### src/rtl/mealy_bit_serializer_pkg.sv
// Shared types and helpers for the Mealy detector bit serializer.
// Optional status logic in the top is enabled with SER_STATUS_EN.
package mealy_ser_pkg;

  localparam int SYM_BITS_DEF = 3;

  typedef enum logic [0:0] {
    SER_IDLE  = 1'b0,
    SER_SHIFT = 1'b1
  } ser_state_e;

  // Width of a counter that must hold values 0..n-1 (at least one bit).
  function automatic int cnt_width(input int n);
    return (n <= 1) ? 1 : $clog2(n);
  endfunction

endpackage

### src/rtl/mealy_bit_serializer_if.sv
// Parallel-in / serial-out handshake bundle between a word producer and the serializer.
interface mealy_bit_serializer_if #(
  parameter int DATA_W = 6
);

  logic [DATA_W-1:0] in_data;
  logic              in_valid;
  logic              in_ready;
  logic              ser_hold;
  logic              ser_bit;
  logic              ser_valid;
  logic              sym_start;
  logic              word_last;
  logic [7:0]        word_cnt;
  logic              ovf_flag;

  modport master (
    output in_data, in_valid, ser_hold,
    input  in_ready, ser_bit, ser_valid, sym_start, word_last, word_cnt, ovf_flag
  );

  modport slave (
    input  in_data, in_valid, ser_hold,
    output in_ready, ser_bit, ser_valid, sym_start, word_last, word_cnt, ovf_flag
  );

endinterface

### src/rtl/mealy_bit_serializer_fifo.sv
// Synchronous word FIFO feeding the serializer; extra pointer MSB separates full from empty.
module mealy_ser_fifo #(
  parameter int DATA_W     = 6,
  parameter int FIFO_DEPTH = 4
) (
  input  logic              clk,
  input  logic              rst_n,
  input  logic              push,
  input  logic              pop,
  input  logic [DATA_W-1:0] wr_data,
  output logic [DATA_W-1:0] rd_data,
  output logic              full,
  output logic              empty
);

  localparam int AW = $clog2(FIFO_DEPTH);
  localparam int PW = AW + 1;

  logic [DATA_W-1:0] mem [FIFO_DEPTH];
  logic [PW-1:0]     wr_ptr;
  logic [PW-1:0]     rd_ptr;
  logic              do_push;
  logic              do_pop;

  assign do_push = push && !full;
  assign do_pop  = pop && !empty;

  assign empty   = (wr_ptr == rd_ptr);
  assign full    = (wr_ptr[PW-1] != rd_ptr[PW-1]) && (wr_ptr[AW-1:0] == rd_ptr[AW-1:0]);
  assign rd_data = mem[rd_ptr[AW-1:0]];

  always_ff @(posedge clk or negedge rst_n) begin
    if (!rst_n) begin
      wr_ptr <= '0;
      rd_ptr <= '0;
    end else begin
      if (do_push) wr_ptr <= wr_ptr + PW'(1);
      if (do_pop)  rd_ptr <= rd_ptr + PW'(1);
    end
  end

  // Storage needs no reset: the pointers alone decide which entries are live.
  always_ff @(posedge clk) begin
    if (do_push) mem[wr_ptr[AW-1:0]] <= wr_data;
  end

endmodule

### src/rtl/mealy_bit_serializer.sv
// MSB-first word serializer for the 3-bit-symbol Mealy detector, with symbol/word markers.
// Define SER_STATUS_EN to add the word counter and sticky overflow flag.
module mealy_bit_serializer
  import mealy_ser_pkg::*;
#(
  parameter int DATA_W     = 6,
  parameter int SYM_BITS   = SYM_BITS_DEF,
  parameter int FIFO_DEPTH = 4
) (
  input logic                   clk,
  input logic                   rst_n,
  mealy_bit_serializer_if.slave bus
);

  localparam int CW = cnt_width(DATA_W);

  localparam logic [0:0] ST_IDLE  = 1'(SER_IDLE);
  localparam logic [0:0] ST_SHIFT = 1'(SER_SHIFT);

  logic [0:0]        state;
  logic [DATA_W-1:0] shreg;
  logic [DATA_W-1:0] fifo_rd;
  logic [CW-1:0]     bit_cnt;
  logic              fifo_full;
  logic              fifo_empty;
  logic              fifo_push;
  logic              fifo_pop;
  logic              shifting;
  logic              advance;
  logic              last_bit;

  assign shifting  = (state == ST_SHIFT);
  assign advance   = shifting && !bus.ser_hold;
  assign last_bit  = (bit_cnt == CW'(DATA_W - 1));
  assign fifo_push = bus.in_valid;
  // Idle pops regardless of ser_hold; in SHIFT the next word loads on the last-bit advance.
  assign fifo_pop  = !fifo_empty && (!shifting || (advance && last_bit));

  mealy_ser_fifo #(
    .DATA_W     (DATA_W),
    .FIFO_DEPTH (FIFO_DEPTH)
  ) u_fifo (
    .clk     (clk),
    .rst_n   (rst_n),
    .push    (fifo_push),
    .pop     (fifo_pop),
    .wr_data (bus.in_data),
    .rd_data (fifo_rd),
    .full    (fifo_full),
    .empty   (fifo_empty)
  );

  assign bus.in_ready  = !fifo_full;
  assign bus.ser_valid = shifting;
  assign bus.ser_bit   = shifting && shreg[DATA_W-1];
  assign bus.sym_start = shifting && ((int'(bit_cnt) % SYM_BITS) == 0);
  assign bus.word_last = shifting && last_bit;

  always_ff @(posedge clk or negedge rst_n) begin
    if (!rst_n) begin
      state   <= ST_IDLE;
      shreg   <= '0;
      bit_cnt <= '0;
    end else if (fifo_pop) begin
      state   <= ST_SHIFT;
      shreg   <= fifo_rd;
      bit_cnt <= '0;
    end else if (advance) begin
      if (last_bit) begin
        state   <= ST_IDLE;
        bit_cnt <= '0;
      end else begin
        shreg   <= {shreg[DATA_W-2:0], 1'b0};
        bit_cnt <= bit_cnt + CW'(1);
      end
    end
  end

`ifdef SER_STATUS_EN
  logic [7:0] word_cnt_q;
  logic       ovf_q;

  always_ff @(posedge clk or negedge rst_n) begin
    if (!rst_n) begin
      word_cnt_q <= '0;
      ovf_q      <= 1'b0;
    end else begin
      if (advance && last_bit)        word_cnt_q <= word_cnt_q + 8'd1;
      if (bus.in_valid && fifo_full)  ovf_q      <= 1'b1;
    end
  end

  assign bus.word_cnt = word_cnt_q;
  assign bus.ovf_flag = ovf_q;
`else
  assign bus.word_cnt = '0;
  assign bus.ovf_flag = 1'b0;
`endif

endmodule
### src/flat_wrapper.sv
// flat-port wrapper written by rule: the top's interface ports become plain ports
module mealy_bit_serializer_flat import mealy_ser_pkg::*;
#(
  parameter int DATA_W     = 6,
  parameter int SYM_BITS   = SYM_BITS_DEF,
  parameter int FIFO_DEPTH = 4
)
  (clk, rst_n, bus_in_data, bus_in_valid, bus_ser_hold, bus_in_ready, bus_ser_bit, bus_ser_valid, bus_sym_start, bus_word_last, bus_word_cnt, bus_ovf_flag);
  mealy_bit_serializer_if #(.DATA_W(DATA_W)) bus_i ();
  input logic clk;
  input logic rst_n;
  input wire logic [$bits(bus_i.in_data)-1:0] bus_in_data;
  input wire logic [$bits(bus_i.in_valid)-1:0] bus_in_valid;
  input wire logic [$bits(bus_i.ser_hold)-1:0] bus_ser_hold;
  output wire logic [$bits(bus_i.in_ready)-1:0] bus_in_ready;
  output wire logic [$bits(bus_i.ser_bit)-1:0] bus_ser_bit;
  output wire logic [$bits(bus_i.ser_valid)-1:0] bus_ser_valid;
  output wire logic [$bits(bus_i.sym_start)-1:0] bus_sym_start;
  output wire logic [$bits(bus_i.word_last)-1:0] bus_word_last;
  output wire logic [$bits(bus_i.word_cnt)-1:0] bus_word_cnt;
  output wire logic [$bits(bus_i.ovf_flag)-1:0] bus_ovf_flag;
  assign bus_i.in_data = bus_in_data;
  assign bus_i.in_valid = bus_in_valid;
  assign bus_i.ser_hold = bus_ser_hold;
  assign bus_in_ready = bus_i.in_ready;
  assign bus_ser_bit = bus_i.ser_bit;
  assign bus_ser_valid = bus_i.ser_valid;
  assign bus_sym_start = bus_i.sym_start;
  assign bus_word_last = bus_i.word_last;
  assign bus_word_cnt = bus_i.word_cnt;
  assign bus_ovf_flag = bus_i.ovf_flag;
  mealy_bit_serializer #(.DATA_W(DATA_W), .SYM_BITS(SYM_BITS), .FIFO_DEPTH(FIFO_DEPTH)) u_core (.clk(clk), .rst_n(rst_n), .bus(bus_i));
endmodule
### config.mk
export PLATFORM = sky130hd
export DESIGN_NAME = mealy_bit_serializer_flat
export DESIGN_NICKNAME = d
export VERILOG_FILES = /design/src/rtl/mealy_bit_serializer_pkg.sv /design/src/rtl/mealy_bit_serializer_if.sv /design/src/rtl/mealy_bit_serializer_fifo.sv /design/src/rtl/mealy_bit_serializer.sv /design/src/flat_wrapper.sv
export SDC_FILE = /design/constraint.sdc
export NUM_CORES = 1
export LEC_CHECK = 0
export BUFFER_PORTS_ARGS = -buffer_cell sky130_fd_sc_hd__buf_2
export CORE_MARGIN = 8
export CORE_UTILIZATION = 50
export CTS_BUF_LIST = sky130_fd_sc_hd__clkbuf_16
export DETAILED_ROUTE_END_ITERATION = 10
export GPL_ROUTABILITY_DRIVEN = 0
export MAX_ROUTING_LAYER = met4
export PLACE_DENSITY = 0.79
export SETUP_SLACK_MARGIN = 0.3
export SYNTH_ARGS = -nofsm -noshare
export SYNTH_HDL_FRONTEND = slang
export SYNTH_SLANG_ARGS = --single-unit
### constraint.sdc
create_clock -name clk -period 1.5 [get_ports clk]
set_input_delay 0.075 -clock clk [delete_from_list [all_inputs] [get_ports clk]]
set_output_delay 0.075 -clock clk [all_outputs]
set_load 0.005 [all_outputs]
# After elaboration in Yosys (flattened, before gate mapping)
# Memory sizes are Yosys's and may differ from the RTL's.
# Index checks and enable logic that the tools add are counted.
totals:
  memories: 1
  out_inout_bits: 14
  word_cells: 45
  reg_bits: 16
  ramBits: 24
  in_bits: 10
memory_table:
  columns: ["name", "words", "width", "read_ports", "rd_clocked_by_memory_dff", "write_ports", "line", "source"]
  rows:
  - ["u_core.u_fifo.mem", 4, 6, 1, 0, 1, "mealy_bit_serializer_fifo.sv:19", "logic [DATA_W-1:0] mem [FIFO_DEPTH];"]
classes:
  n_div: 1
  eq_ne: 5
  muxes: 11
  add_sub_neg: 3
  reduce_logical: 19
ops:
  columns: ["cell", "count"]
  rows:
  - ["32-bit logical NOT", 1]
  - ["4-bit by 3-bit remainder unit with 32-bit output, second input constant", 1]
  - ["6-bit two-way mux", 3]
  - ["3-bit by 1-bit adder with 3-bit output, second input constant", 3]
  - ["1-bit logical AND", 9]
  - ["3-bit two-way mux", 3]
  - ["1-bit two-way mux", 5]
  - ["1-bit logical NOT", 4]
  - ["2-bit AND reduction", 2]
  - ["2-bit nonzero test", 2]
  - ["3-bit == test", 1]
  - ["3-bit == test, second input constant", 1]
  - ["2-bit == test", 1]
  - ["2-bit inequality test, second input constant", 1]
  - ["1-bit logical OR", 1]
  - ["1-bit inequality test", 1]

# Longest topological paths before layout
# Gate-level depths: netlist (run 1).
depth:
  depth_word: 7
  depth_mapped: 6
  depth_no_buf: 6

# Cells and area by module
# A second synthesis (run 1) with hierarchy kept.
hier_totals:
  hier_cells: 166
  area_unflattened_um2: 2122.0
by_module_without_submodules:
  columns: ["module", "instances", "cells_each", "area_per_inst_um2", "seq_area_each_um2"]
  rows:
  - ["mealy_ser_fifo", 1, 80, 1382.6, 870.8]
  - ["mealy_bit_serializer", 1, 86, 739.5, 250.2]

# Least setup slack after synthesis (run 1)
# No wires, ideal clock.
synth_timing:
  path_type: "reg-to-reg"
  start: "register u_core.u_fifo.rd_ptr[1]"
  end: "register u_core.u_fifo.wr_ptr[1]"
  required_ns: 1.373
  setup_ns: 0.127
  synth_period_minus_slack_ns: 1.645
  n_path_buf: 2
  arrival_ns: 1.518
  stages_incl_launch_ff: 7
  path_slack_ns: -0.145
  cell_sequence: "dfrtp_1 > buf_6 > xor2_1 > or3_1 > buf_6 > nand2_2 > mux2_1"
synth_between:
  elab_chain_len: 4
synth_lines:
  columns: ["item", "line", "source"]
  rows:
  - ["from (decl)", "mealy_bit_serializer_fifo.sv:21", "logic [PW-1:0] rd_ptr;"]
  - ["from (signal assigned)", "mealy_bit_serializer_fifo.sv:38", "if (do_pop) rd_ptr <= rd_ptr + PW'(1);"]
  - ["2-bit == test", "mealy_bit_serializer_fifo.sv:29", "assign full = (wr_ptr[PW-1] != rd_ptr[PW-1]) && (wr_ptr[AW-1:0] == rd_ptr[AW-1:0]);"]
  - ["1-bit logical AND", "mealy_bit_serializer_fifo.sv:29", null]
  - ["1-bit logical NOT", null, null]
  - ["named net bus_in_ready", "flat_wrapper.sv:15", "output wire logic [$bits(bus_i.in_ready)-1:0] bus_in_ready;"]
  - ["1-bit logical AND", "mealy_bit_serializer_fifo.sv:25", "assign do_push = push && !full;"]
  - ["to (signal assigned)", "mealy_bit_serializer_fifo.sv:37", "if (do_push) wr_ptr <= wr_ptr + PW'(1);"]
  - ["to (decl)", "mealy_bit_serializer_fifo.sv:20", "logic [PW-1:0] wr_ptr;"]
# The timed path passes the listed nets, and every way through them passes these cells.
# A chain may end at the register's enable or synchronous reset.

# Worst setup path in the final report (run 1)
layout_timing:
  start: "register u_core.bit_cnt[2]"
  end: "output port bus_sym_start"
layout_between:
  elab_chain_len: 3
layout_lines:
  columns: ["item", "line", "source"]
  rows:
  - ["from (decl)", "mealy_bit_serializer.sv:23", "logic [CW-1:0] bit_cnt;"]
  - ["from (signal assigned)", "mealy_bit_serializer.sv:74", "bit_cnt <= bit_cnt + CW'(1);"]
  - ["4-bit by 3-bit remainder unit with 32-bit output", "mealy_bit_serializer.sv:56", "assign bus.sym_start = shifting && ((int'(bit_cnt) % SYM_BITS) == 0);"]
  - ["32-bit logical NOT", "mealy_bit_serializer.sv:56", null]
  - ["1-bit logical AND", "mealy_bit_serializer.sv:56", null]
  - ["to (decl)", "flat_wrapper.sv:18", "output wire logic [$bits(bus_i.sym_start)-1:0] bus_sym_start;"]
# No other way between the ends.

==> results_dict.tcl, run 1 <==
set metrics [dict create \
    grt_pass1_vias 1206 \
    avgRoutedWirePerCell_um 15.38 \
    detailed_place_hpwl_um 2435 \
    io_buffers 14 \
    cp-start-kind "flip-flop" \
    coreArea_um2 3689 \
    async_flop_share_pct 40.00 \
    clkSlewWorstSetupHoldPaths_ns 0.06 \
    root_buffer "clkbuf_16" \
    worstSetupPathType "flip-flop to output port" \
    rows 22 \
    slew_violations 0 \
    syn_to_final_growth_pct 26.88 \
    pwr_density_cell_nw_per_um2 2030 \
    syn-instance-count 139 \
    num_antenna_cells 0 \
    drive_gt1_share_pct 40.91 \
    avgSynthCellArea_um2 13.80 \
    die_x_um 77.94 \
    fillers 281 \
    drc 0 \
    drtIter0Drc 27 \
    cts-htree-levels 2 \
    insertion_delay_ns 0.28 \
    vdd_drop_max_v 0.001425 \
    grt_pass1_wl_um 5699 \
    p_leak_nw 1.024 \
    numCtsBuffers 5 \
    maxCapViolCount 0 \
    antenna_found_initial 0 \
    grt_use_total_pct 12.10 \
    regToRegStartpoint "u_core.bit_cnt[1]" \
    drt-total-wl_um 3445 \
    hold_slack_ns 0.01590 \
    synth_cell_types 31 \
    io_pins 24 \
    seq_area_frac_synth_pct 58.45 \
    die_y_um 77.94 \
    end_kind "output port" \
    cp_max_fo 3 \
    start_util_pct 52.00 \
    die-area_um2 6074 \
    cts_tree "built" \
    via_count 1113 \
    ys.flop_type "edfxtp_1" \
    outcome "finished with violations" \
    ys_seq_elements 40 \
    finalPower_mw 4.941 \
    synth_edf_count 24 \
    hold_path.startpoint "bus_in_data[3]" \
    synth_area_um2 1918 \
    cts_buffer_depth 2 \
    critPathLaunch "u_core.bit_cnt[2]" \
    period_minus_slack_ns 1.729 \
    timing.fmax_ghz 0.5785 \
    vias_per_cell 4.969 \
    ff2ff_setup_slack_ns -0.15 \
    yosysWarningCount 0 \
    nNetsFinal 192 \
    fin_worst_skew_ns 0.003045 \
    grt_overflow 0 \
    rsz0062_at_grt "yes" \
    cp.required_ns 1.42 \
    clock_sinks 40 \
    violations "negative setup slack" \
    hold_path_class "input port to flip-flop" \
    ant_nets 0 \
    finalCritPeriodShare_pct 115.2 \
    cp.arrival_ns 1.65 \
    grt_max_degree 17 \
    drt_pass1_iterations 4 \
    setup_viol 14 \
    hold_viol 0 \
    setup_ws_ns -0.2286 \
]
## flip-flops by register name (all words and copies together) (netlist names)
register              flops
u_core.u_fifo.rd_ptr      3
u_core.bus.ser_valid      1
u_core.bit_cnt            3
u_core.u_fifo.wr_ptr      3
u_core.u_fifo.mem        24
u_core.shreg              6
## through the flow
| step | setup WS, ns | area, um2 | cells | utilization [%] | setup TNS, ns |
|---|---|---|---|---|---|
| after global routing | -0.3280 | 2434 | 224 | 65.98 | -2.838 |
| final | -0.2286 | 2434 | 224 | 65.98 | -1.251 |
| after floorplan | -0.1302 | 2001 | 147 | - | -2.959 |
| after detailed placement | -0.1357 | 2118 | 209 | 57.43 | -2.740 |
| after CTS | -0.2444 | 2376 | 221 | 64.42 | -0.3674 |
| after global placement | -0.08634 | 2118 | 209 | 57.43 | -1.840 |
## report_power, final
part / leakage [nW] / total (mW) / switching, mW / internal (mW)
clock network: 0.0804 / 1.22 / 0.435 / 0.790
logic: 0.528 / 1.98 / 0.889 / 1.09
registers: 0.416 / 1.74 / 0.222 / 1.52
total: 1.02 / 4.94 / 1.55 / 3.39
## worst paths after layout
path | end | cells past startpoint
max in group asynchronous | u_core.bit_cnt[0] | 2
worst max-delay path | bus_sym_start | 7
worst max register to register | u_core.shreg[1] | 8
worst min-delay path | u_core.u_fifo.mem[3][3] | 1
worst min register to register | u_core.shreg[0] | 2
min in group asynchronous | u_core.u_fifo.wr_ptr[2] | 2
## worst max-delay path, cell delays in order (launching register included)
cell       delay, ns
dfrtp_2         0.43
nor2b_4         0.13
a21o_1          0.12
ha_1            0.22
nor2_1          0.08
o2111ai_1       0.11
a21oi_1         0.15
buf_2           0.13
## cell usage after synthesis (5+ instances only)
| cell | count | area share (%) |
|---|---|---|
| buf_4 | 9 | 3.5 |
| dfrtp_1 | 16 | 21 |
| edfxtp_1 | 24 | 38 |
| ha_1 | 7 | 4.6 |
| mux2i_1 | 7 | 3.7 |
| mux4_2 | 6 | 7.0 |
| nand2_1 | 10 | 2.0 |
| nor2_1 | 5 | 0.98 |
| o21ai_0 | 7 | 1.8 |
| xor2_1 | 5 | 2.3 |
## cells in the final DEF (no fill, tap or decap), types with 3 or more instances in the layout
cell / n
edfxtp_1: 24
buf_4: 16
dfrtp_1: 14
buf_2: 13
conb_1: 10
nand2_1: 9
o21ai_1: 8
ha_1: 7
mux4_2: 6
mux2i_1: 6
nor2_1: 5
clkbuf_16: 5
inv_1: 4
and3_4: 4
buf_6: 4
and2_1: 3
xnor2_1: 3
xor2_1: 3
## area by class of cell
cell class | count | area [um2] | share of cell area (%)
well taps | 48 | 60.06 | 2.468
flip-flops and latches | 40 | 1124 | 46.17
repair buffers | 35 | 260.3 | 10.69
clock buffers | 5 | 125.1 | 5.141
multi-input cells | 89 | 803.3 | 33.01
clock inverters | 3 | 46.29 | 1.902
inverters | 4 | 15.01 | 0.6170
## per-layer routing
layer | up-vias | share of wire [%] | track usage (%)
met5 | - | 0 | -
met4 | 0 | 1.6 | 5.000
met3 | 6 | 5.5 | 4.147
met2 | 27 | 47 | 18.80
met1 | 534 | 46 | 14.04
li1 | 546 | - | -
## kinds of logic (layout without fill, tap and decap cells)
logic type / Yosys count / count (layout) / share of synthesized area (%)
adder cells (fa/ha/maj): 7 / 7 / 4.566
XOR/XNOR: 9 / 9 / 4.109
buffers and inverters: 18 / 47 / 6.588
multiplexers: 15 / 15 / 11.87
other: 2 / 10 / 0.3915
AND/OR/NAND/NOR: 33 / 33 / 9.524
AO/OA/AOI/OAI: 15 / 15 / 4.501
flip-flops: 40 / 40 / 58.45
## timing repair
action                                  4_1_cts  5_1_grt
setup buffers                                 3        2
cloned                                        0        1
endpoints found under the hold margin        16        0
hold buffers                                  1        0
gates resized for setup                      11       11
pin swaps                                    12        4
endpoints found under the setup margin       43       43
No activity file was read; power rests on OpenSTA's default activity.
==> inputs of run 2 (changes only) <==
CORE_MARGIN = default   (was 8)
SYNTH_HIERARCHICAL = 1   (was default)
==> run 2 against run 1 <==
The flow still finishes with violations (negative setup slack). Cell area grew 27%. Largest power group unchanged. Clock power is essentially flat. Sequential cell count is the same. Largest cell class unchanged. Core utilization grew 11 points. Setup slack lost 0.58 ns. Synthesized area grew 11%. Global-route usage grew 16 points. Power grew 47%. Synthesized cell count grew 19%. Wire length grew 71%.
==> results_dict.tcl, run 2 <==
set metrics [dict create \
    outcome "finished with violations" \
    violations "negative setup slack" \
    r2r-end "u_core/u_fifo/rd_ptr[2]" \
    place_ws_ns -0.3781 \
    cp.depth 8 \
    worstSetupPathType "flip-flop to output port" \
    reg2reg_depth 9 \
    vias_per_cell 5.828 \
    crit_family "simple AND/OR/NAND/NOR gates" \
    finalCritPeriodShare_pct 153.8 \
    ant_nets 0 \
    timing.fmax_ghz 0.4335 \
    cp-start-kind "flip-flop" \
    hold_viol 0 \
    design_area_um2 3089 \
    netlist_top_cells_area "edfxtp_1, dfrtp_1, mux4_2, ha_1, buf_4" \
    cts_tree "built" \
    cp_max_fo 4 \
    setup_viol 42 \
    period_minus_slack_ns 2.307 \
    avgSynthCellArea_um2 12.78 \
    fin_tns_setup_ns -6.435 \
    end_kind "output port" \
    grt_pass1_wl_um 8487 \
    cp_common_cell "nand2_1" \
    coreArea_um2 4029 \
    drt-total-wl_um 5893 \
    place_area_um2 2476 \
    synth_top_area_cell "edfxtp_1" \
    drt_pass1_iterations 4 \
    met2_usage_pct 43.63 \
    antenna_found_initial 0 \
    clkSlewWorstSetupHoldPaths_ns 0.06 \
    numCtsBuffers 5 \
    detailed_place_hpwl_um 2962 \
    regToRegStartpoint "u_core/bit_cnt[0]" \
    muxShareOfSynthArea_pct 6.840 \
    rsz0062_at_grt "yes" \
    insertion_delay_ns 0.29 \
    finish.utilization_pct 76.68 \
    fin_worst_skew_ns 0.006010 \
    fillers 228 \
    syn-instance-count 166 \
    path_buf_inv 1 \
    num_antenna_cells 0 \
    grt_use_met1_pct 33.30 \
    synth_top_family_by_area "compound AO/OA/AOI/OAI gates" \
    start_util_pct 52.67 \
    setup.worst_path.end "bus_sym_start" \
    cts-htree-levels 2 \
    nNetsFinal 245 \
    synth_common_cells "edfxtp_1, dfrtp_1, o21ai_0, inv_1, buf_4" \
    die_x_um 67.15 \
    grt_max_degree 17 \
    hold_path_class "input port to flip-flop" \
    yosysWarningCount 6 \
    die-area_um2 4508 \
    root_buffer "clkbuf_16" \
    setup_ws_ns -0.8071 \
    yosys.area_share.simple_pct 11.32 \
    async_flop_share_pct 40.00 \
    clock_sinks 40 \
    ff2ff_setup_slack_ns -0.27 \
    synth_area_um2 2122 \
    cp_cell_sequence "nor2b_4, nand2_1, nand2_1, ha_1, and4bb_1, or3b_4, a31oi_1, buf_2" \
    avgRoutedWirePerCell_um 21.12 \
    grt_pass1_vias 1617 \
    yosysMostFrequentCell "edfxtp_1" \
    pwr_density_cell_nw_per_um2 2358 \
    maxCapViolCount 0 \
    slew_violations 0 \
    ys.flop_type "edfxtp_1" \
    drive_gt1_share_pct 51.09 \
    grt_use_met3_pct 7.939 \
    final_common_cell "edfxtp_1" \
    synth_compound_area_share_pct 12.32 \
    synth_edf_count 24 \
    critPathLaunch "u_core/bit_cnt[2]" \
    grt_use_total_pct 28.30 \
    synthAdderAreaFrac_pct 4.127 \
    syn_to_final_growth_pct 45.58 \
    drtIter0Drc 181 \
    cp.required_ns 1.42 \
    via_count 1626 \
    drc 0 \
    mostFrequentLayoutCells "edfxtp_1, buf_6, buf_4" \
    synth-xor-area-share_pct 5.189 \
    io_pins 24 \
    ys_seq_elements 40 \
    vdd_drop_max_v 0.001339 \
    seq_area_frac_synth_pct 52.83 \
    grt_overflow 0 \
    netlist.area_leader.share_pct 33.96 \
    top_usage_layer "met2" \
    p_leak_nw 1.272 \
    synth_cell_types 44 \
    io_buffers 14 \
    finalPower_mw 7.285 \
    die_y_um 67.15 \
    slowest_delay_ns 0.46 \
    critPathSlowestCell "dfrtp_2" \
    rows 23 \
    cts_buffer_depth 2 \
    cp.arrival_ns 2.23 \
    largest_reg_flops 24 \
]
==> run 2: changes by cell type after synthesis, moves of 4 or more <==
cell / previous run / this run
inv_1: 4 / 11
nand2b_1: 0 / 4
mux2i_1: 7 / 1
o221ai_1: 0 / 4
o21ai_0: 7 / 12
nand2_1: 10 / 5
==> run 2: cell type report <==
class                      instances  area, um2  share of cell area [%]
inverter                          12      50.05                   1.620
sequential                        40       1130                   36.57
tap                               50      62.56                   2.025
clock inverter                     3      46.29                   1.499
timing repair buffer              61      576.8                   18.67
clock buffer                       5      125.1                   4.050
multi-input combinational        108       1099                   35.56
==> run 2: how the worst min path moves through the flow <==
stage	start	cells after the start	end	slack (ns)
after floorplan	rst_n	0	u_core/bit_cnt[0]	-0.22
after global placement	rst_n	1	u_core/shreg[5]	0.01
after detailed placement	rst_n	1	u_core/shreg[5]	0.02
after CTS	bus_in_data[1]	1	u_core/u_fifo/mem[3][1]	0.001
after global routing	bus_in_data[1]	1	u_core/u_fifo/mem[3][1]	0.005
final	bus_in_data[3]	1	u_core/u_fifo/mem[2][3]	0.004
==> run 2: what timing repair did <==
item / CTS / global route
endpoints found under the hold margin: 16 / 0
endpoints found under the setup margin: 43 / 44
pin swaps: 17 / 10
gates cloned: 1 / 0
buffers inserted: 13 / 6
gates resized for setup: 44 / 14
hold buffers: 1 / 0
==> run 2: power by group <==
part | switching (mW) | leakage, nW | internal, mW | total (mW)
Combinational | 1.95 | 0.777 | 2.30 | 4.25
Sequential | 0.303 | 0.415 | 1.49 | 1.79
Clock | 0.449 | 0.0804 | 0.790 | 1.24
Total | 2.70 | 1.27 | 4.58 | 7.29
==> run 2: worst register-to-register path: stages (launching register included) <==
cell       delay (ns)
dfrtp_1          0.42
buf_4            0.15
buf_4            0.10
buf_6            0.11
nand4bb_1        0.16
a21o_1           0.23
inv_2            0.13
and2_4           0.18
nor2_4           0.04
a31oi_1          0.18
==> run 2: kinds of logic after synthesis <==
group,after synthesis
other,2
xor gates and xnor gates,10
AOI/OAI and AO/OA,36
muxes,7
DFF,40
and+or+nand+nor,38
adders and majority gates,7
buffers and inverters,26
==> run 2: per-stage QoR <==
stage | instances | hold slack (ns)
2_1_floorplan | 174 | -0.2206
3_3_place_gp | 250 | 0.01043
3_5_place_dp | 250 | 0.01707
4_1_cts | 273 | 0.001381
5_1_grt | 279 | 0.004799
6_report | 279 | 0.003530
==> run 2: metal layers <==
layer | wire, um | share of wire [%]
met5 | 0 | 0
met4 | 181 | 3.1
met3 | 367 | 6.2
met2 | 3091 | 52
met1 | 2253 | 38
